<file path="config.mk">
export PLATFORM = sky130hd
export DESIGN_NAME = game_controller
export DESIGN_NICKNAME = d
export VERILOG_FILES = /design/src/rtl/game_pkg.sv /design/src/rtl/game_controller_phase_launcher.sv /design/src/rtl/game_controller.sv
export SDC_FILE = /design/constraint.sdc
export NUM_CORES = 1
export LEC_CHECK = 0
export CAP_MARGIN = 20
export CORE_ASPECT_RATIO = 1.5
export CORE_MARGIN = 4
export CORE_UTILIZATION = 40
export DETAILED_ROUTE_END_ITERATION = 7
export MAX_ROUTING_LAYER = met4
export RECOVER_POWER = 50
export SLEW_MARGIN = 20
export SYNTH_ARGS = -nofsm -noshare
export SYNTH_HDL_FRONTEND = slang
export SYNTH_HIERARCHICAL = 1
export SYNTH_SLANG_ARGS = --single-unit
</file>
<file path="constraint.sdc">
create_clock -name clk -period 3.2 [get_ports clk]
set_clock_uncertainty 0.2 [all_clocks]
set_input_delay 0.32 -clock clk [delete_from_list [all_inputs] [get_ports clk]]
set_output_delay 0.32 -clock clk [all_outputs]
set_load 0.03 [all_outputs]
</file>
<file path="src/rtl/game_pkg.sv">
// Shared definitions for the memory game controller slice.
//   state_t   : controller state codes, also driven out on the phase port
//   ROUND_W   : width of the round counter
//   SEQ_W     : width of the game sequence word held by the phase blocks
//   MAX_ROUND : last round the counter can hold; a pass here ends the game
package game_pkg;

    typedef enum logic [2:0] {
        ST_IDLE    = 3'd0,
        ST_DISPLAY = 3'd1,
        ST_WAIT    = 3'd2,
        ST_CHECK   = 3'd3,
        ST_WIN     = 3'd4,
        ST_LOSE    = 3'd5
    } state_t;

    localparam int ROUND_W = 4;
    localparam int SEQ_W   = 32;

    localparam logic [ROUND_W-1:0] MAX_ROUND = 4'd15;

endpackage

</file>
<file path="src/rtl/game_controller_phase_launcher.sv">
// Turns a one-cycle launch strobe into the phase block's reset/enable
// pulse pair and flags when the phase's completion input may be watched.
//   clk       : system clock
//   rst       : asynchronous active-high reset
//   launch    : high in the cycle the controller decides to enter the phase
//   rst_pulse : registered, high in the first cycle of the phase
//   en_pulse  : registered, high in the second cycle of the phase
//   armed     : high from the third cycle of the phase on
module phase_launcher (
    input  logic clk,
    input  logic rst,
    input  logic launch,
    output logic rst_pulse,
    output logic en_pulse,
    output logic armed
);

    logic rst_pulse_q, rst_pulse_d;
    logic en_pulse_q,  en_pulse_d;
    logic armed_q,     armed_d;

    always_comb begin
        rst_pulse_d = launch;
        en_pulse_d  = rst_pulse_q & ~launch;
        // armed stays set after the phase is left; the controller only
        // looks at it while in the matching state, and the next launch clears it.
        armed_d     = launch ? 1'b0 : (armed_q | en_pulse_q);
    end

    always_ff @(posedge clk or posedge rst) begin
        if (rst) begin
            rst_pulse_q <= 1'b0;
            en_pulse_q  <= 1'b0;
            armed_q     <= 1'b0;
        end else begin
            rst_pulse_q <= rst_pulse_d;
            en_pulse_q  <= en_pulse_d;
            armed_q     <= armed_d;
        end
    end

    assign rst_pulse = rst_pulse_q;
    assign en_pulse  = en_pulse_q;
    assign armed     = armed_q;

endmodule

</file>
<file path="src/rtl/game_controller.sv">
// Memory game round sequencer. Walks the display, wait and check blocks
// through each round, owns the round counter and declares win or lose.
//   clk, rst                     : system clock, async active-high reset
//   start                        : start/restart request (IDLE, WIN, LOSE)
//   rst_*/en_*                   : per-phase one-cycle reset and enable pulses
//   complete_display/wait/check  : phase completion inputs
//   game_complete                : check passed on the final round
//   round_ctr_out                : next round value from the check block
//   round_ctr                    : current round
//   phase                        : current state code
//   win, lose                    : high while in WIN / LOSE
//
// state   | meaning
// IDLE    | waiting for start after reset
// DISPLAY | display block shows the sequence for round_ctr
// WAIT    | player enters the sequence; bounded by WAIT_TIMEOUT
// CHECK   | check block result sampled CHECK_LAT cycles after en_check
// WIN     | game won, hold win until start
// LOSE    | game lost, hold lose until start
import game_pkg::*;

module game_controller #(
    parameter int WAIT_TIMEOUT = 1023,
    parameter int CHECK_LAT    = 2
) (
    input  logic               clk,
    input  logic               rst,
    input  logic               start,
    output logic               rst_display,
    output logic               en_display,
    input  logic               complete_display,
    output logic               rst_wait,
    output logic               en_wait,
    input  logic               complete_wait,
    output logic               rst_check,
    output logic               en_check,
    input  logic               complete_check,
    input  logic               game_complete,
    input  logic [ROUND_W-1:0] round_ctr_out,
    output logic [ROUND_W-1:0] round_ctr,
    output logic [2:0]         phase,
    output logic               win,
    output logic               lose
);

    localparam int WAIT_W = 10;
    localparam int CHK_W  = 2;

    state_t             state_q, state_d;
    logic [ROUND_W-1:0] round_q, round_d;
    logic [WAIT_W-1:0]  wait_cnt_q, wait_cnt_d;
    logic [CHK_W-1:0]   chk_cnt_q, chk_cnt_d;
    logic               win_q, win_d;
    logic               lose_q, lose_d;

    logic launch_display, launch_wait, launch_check;
    logic armed_display, armed_wait, armed_check;
    logic wait_timeout, check_sample;

    phase_launcher u_launch_display (
        .clk       (clk),
        .rst       (rst),
        .launch    (launch_display),
        .rst_pulse (rst_display),
        .en_pulse  (en_display),
        .armed     (armed_display)
    );

    phase_launcher u_launch_wait (
        .clk       (clk),
        .rst       (rst),
        .launch    (launch_wait),
        .rst_pulse (rst_wait),
        .en_pulse  (en_wait),
        .armed     (armed_wait)
    );

    phase_launcher u_launch_check (
        .clk       (clk),
        .rst       (rst),
        .launch    (launch_check),
        .rst_pulse (rst_check),
        .en_pulse  (en_check),
        .armed     (armed_check)
    );

    // A phase is launched on the edge that enters it; no state re-enters itself.
    assign launch_display = (state_d == ST_DISPLAY) && (state_q != ST_DISPLAY);
    assign launch_wait    = (state_d == ST_WAIT)    && (state_q != ST_WAIT);
    assign launch_check   = (state_d == ST_CHECK)   && (state_q != ST_CHECK);

    // Timers load during the rst_* cycle so the en_* cycle holds the first count.
    // WAIT: en_wait cycle holds WAIT_TIMEOUT-1, reaching 0 in the cycle that
    // decides the timeout, so LOSE is entered WAIT_TIMEOUT cycles after en_wait.
    // CHECK: en_check cycle holds CHECK_LAT, reaching 0 at the sample point.
    always_comb begin
        wait_cnt_d = wait_cnt_q;
        if (rst_wait) begin
            wait_cnt_d = WAIT_W'(WAIT_TIMEOUT - 1);
        end else if ((state_q == ST_WAIT) && (wait_cnt_q != '0)) begin
            wait_cnt_d = wait_cnt_q - 1'b1;
        end

        chk_cnt_d = chk_cnt_q;
        if (rst_check) begin
            chk_cnt_d = CHK_W'(CHECK_LAT);
        end else if ((state_q == ST_CHECK) && (chk_cnt_q != '0)) begin
            chk_cnt_d = chk_cnt_q - 1'b1;
        end
    end

    assign wait_timeout = (state_q == ST_WAIT) && (en_wait || armed_wait) &&
                          (wait_cnt_q == '0);
    assign check_sample = (state_q == ST_CHECK) && armed_check && (chk_cnt_q == '0);

    always_comb begin
        state_d = state_q;
        round_d = round_q;
        case (state_q)
            ST_IDLE, ST_WIN, ST_LOSE: begin
                if (start) begin
                    state_d = ST_DISPLAY;
                    round_d = '0;
                end
            end
            ST_DISPLAY: begin
                if (armed_display && complete_display) begin
                    state_d = ST_WAIT;
                end
            end
            ST_WAIT: begin
                if (armed_wait && complete_wait) begin
                    state_d = ST_CHECK;
                end else if (wait_timeout) begin
                    state_d = ST_LOSE;
                end
            end
            ST_CHECK: begin
                if (check_sample) begin
                    if (!complete_check) begin
                        state_d = ST_LOSE;
                    end else if (game_complete || (round_q == MAX_ROUND)) begin
                        // A pass on the last round ends the game rather than wrapping.
                        state_d = ST_WIN;
                    end else begin
                        state_d = ST_DISPLAY;
                        round_d = round_ctr_out;
                    end
                end
            end
            default: begin
                state_d = ST_IDLE;
            end
        endcase
        win_d  = (state_d == ST_WIN);
        lose_d = (state_d == ST_LOSE);
    end

    always_ff @(posedge clk or posedge rst) begin
        if (rst) begin
            state_q    <= ST_IDLE;
            round_q    <= '0;
            wait_cnt_q <= '0;
            chk_cnt_q  <= '0;
            win_q      <= 1'b0;
            lose_q     <= 1'b0;
        end else begin
            state_q    <= state_d;
            round_q    <= round_d;
            wait_cnt_q <= wait_cnt_d;
            chk_cnt_q  <= chk_cnt_d;
            win_q      <= win_d;
            lose_q     <= lose_d;
        end
    end

    assign round_ctr = round_q;
    assign phase     = state_q;
    assign win       = win_q;
    assign lose      = lose_q;

endmodule

</file>
==> metrics.txt <==
outcome finished clean; Netlist cell types 44; Max Slew Vio Count 0; Critical Path Max Stage Delay 0.50 ns; TritonCTS Sinks 30; H-tree depth 2; Power, Total 0.00174 W; DRC viols 0; via count 1144; Fill cells 334; Final Cycle Share between 70% and 80%; Initial Utilization roughly 43%; largest net degree at the start of global routing 22; Syn-to-layout area delta 27.0%; layout cells sized above 1 9.77%; Max-Cap Viols 0; CP max FO 10; TritonCTS clock tree done; IO Count 26; CTS Buf Count 5; Vias/cell roughly 5.3; critical path type flip-flop to flip-flop; most frequent cell after synthesis dfrtp_1; RSZ-0062 raised after global routing no; NumNets Final 187; critical-path cell list inv_1 > ha_1 > or4b_4 > o31ai_4 > nor3_1 > or3b_1; CP max stage cell or4b_4; syn nets ~160; crit path DAT 2.36 ns; global-route wire length before repair 5500 um; synthesized instance count between 100 and 150; grt ovf 0; most frequent cells after synthesis 30 x dfrtp_1, 15 x inv_1, 13 x nand2_1, 11 x nor2_1, 6 x mux2i_1; Slew HR between 40% and 50%; Placed Cells roughly 210; DRT iter0 DRCs 17; number of hold buffers added after cts 0; clk_lat worst skew 0.28 ns; postcts setup bufs 0; ANT nets after route 0; GRT Overall Usage between 10% and 20%; routed wire length 3240 um; type of the worst min-delay path input pin to asynchronous set/reset pin; area share of the largest cell type after synthesis approximately half; initial antenna violation count 0; Synth area leaders dfrtp_1 50%, mux2i_1 4.0%, inv_1 3.8%; number of synthesized flops with an enable pin 0; fin util 54.0%; chip width roughly 58 um; Synth area leader dfrtp_1; Slew @ Worst Pin between 0.8 and 0.9 ns; Seq cells post-synth 30; post-CTS resize count 0; LEAKAGE about 0.79 nW; Cell Pwr Density about 900 nW/um2; mapped cell area about 1500 um2; Root Buffer clkbuf_8; die height 82.8 um; Worst Setup End Kind flip-flop; Seq/Total Area, Yosys between 50% and 60%; I/O Buffers 25; fmax 415 MHz; die area ~4800 um2; Hold Vio Cnt, Final 0; routed length per placed instance approximately 15 um; DP Worst Slack 0.803 ns; post-layout min period around 2.4 ns; antenna cells 0; asr flop ratio synth 100%; row cnt 26; Main synth FF type dfrtp_1; GP Congestion about 0.84; Non-Filler Instances approximately 220; core box area 3510 um2; final setup violation count 0; vias in the first global route 1202; Warnings, synthesis 6; Final Worst Setup Slack about 0.79 ns; setup tns final 0 ns; DPL Wire Length roughly 2500 um; Setup crit start kind flip-flop; Syn Area/Cell 10.4 um2; drt pass-1 iters 4; CTS Buffer Depth 2; Critical Path RT between 3 and 4 ns; worst vdd ir 467 uV; clk slew on worst S/H paths ~0.07 ns
==> path summary, 6_finish.rpt <==
path	start	to	slack (ns)	cells after the start
max in group asynchronous	rst	wait_cnt_q[9]$_DFFE_PP0P_	1.73	2
worst min register to register	u_launch_check/rst_pulse$_DFF_PP0_	chk_cnt_q[0]$_DFFE_PP0P_	0.27	1
worst max-delay path	wait_cnt_q[0]$_DFFE_PP0P_	wait_cnt_q[5]$_DFFE_PP0P_	0.79	6
worst max register to register	wait_cnt_q[0]$_DFFE_PP0P_	wait_cnt_q[5]$_DFFE_PP0P_	0.79	6
min in group clk	u_launch_check/rst_pulse$_DFF_PP0_	chk_cnt_q[0]$_DFFE_PP0P_	0.27	1
worst min-delay path	rst	u_launch_wait/rst_pulse$_DFF_PP0_	0.22	2
==> layer usage <==
metal	track usage [%]	vias up	routed length, um
li1	-	562	-
met1	15.8	549	1270
met2	26.3	26	1750
met3	4.19	7	144
met4	6.96	0	72
met5	-	-	0
==> sequential cells by signal, summed over array words and instances, names as in the netlist <==
register and count:
chk_cnt_q 2, lose 1, phase 3, round_ctr 4, u_launch_check/armed 1, u_launch_check/en_pulse 1
u_launch_check/rst_pulse 1, u_launch_display/armed 1, u_launch_display/en_pulse 1, u_launch_display/rst_pulse 1, u_launch_wait/armed 1, u_launch_wait/en_pulse 1
u_launch_wait/rst_pulse 1, wait_cnt_q 10, win 1
==> area by class of cell <==
cell class | instances | area [um2] | area share, %
flip-flops and latches | 30 | 751 | 39.6
repair buffers | 25 | 250 | 13.2
multi-input cells | 96 | 678 | 35.8
well taps | 42 | 52.6 | 2.77
inverters | 15 | 56.3 | 2.97
clock buffers | 5 | 68.8 | 3.63
clock inverters | 3 | 40.0 | 2.11
==> logic make-up (layout without fill, tap and decap cells) <==
family          after synthesis  in the layout  synth area share [%]
xor+xnor                      3              3                  1.76
buf+inv                      17             48                  4.35
fa+ha+maj                     3              3                  2.51
mux                           6              6                  4.02
simple gates                 60             60                  22.9
compound gates               24             24                  14.2
flops                        30             30                  50.3
==> power by group <==
group	leakage, nW	switching (W)	internal (W)
Sequential	0.360	0.000158	0.000522
Clock	0.0579	0.000145	0.000229
Combinational	0.368	0.000378	0.000313
==> critical path, delay by kind of cell, from the launching register on <==
| kind | cells | cell delay [ns] |
|---|---|---|
| flops | 1 | 0.40 |
| buf+inv | 1 | 0.13 |
| simple gates | 3 | 0.95 |
| fa+ha+maj | 1 | 0.17 |
| compound gates | 1 | 0.44 |
==> through the flow <==
stage | hold WS (ns) | area [um2]
6_report | 0.219 | 1900
2_1_floorplan | -0.126 | 1490
3_3_place_gp | 0.259 | 1790
5_1_grt | 0.219 | 1900
3_5_place_dp | 0.267 | 1790
4_1_cts | 0.0944 | 1900
==> cell usage in the layout (no fill, tap or decap), types with 2 or more instances in the layout <==
| master | count |
|---|---|
| xnor2_1 | 2 |
| mux2i_1 | 6 |
| nor2_1 | 11 |
| and3b_1 | 2 |
| or2_2 | 2 |
| or3_1 | 2 |
| nor2b_1 | 5 |
| ha_1 | 3 |
| clkinv_2 | 2 |
| o21ai_0 | 4 |
| nor3_1 | 4 |
| and3_1 | 3 |
| o21ba_1 | 3 |
| nor4_1 | 2 |
| o211ai_1 | 2 |
| dfrtp_1 | 30 |
| nand3_1 | 5 |
| a311oi_1 | 2 |
| nand2b_1 | 3 |
| clkbuf_8 | 5 |
| clkdlybuf4s50_1 | 24 |
| inv_1 | 15 |
| nand2_1 | 13 |
Power figures use the tool's default switching activity.
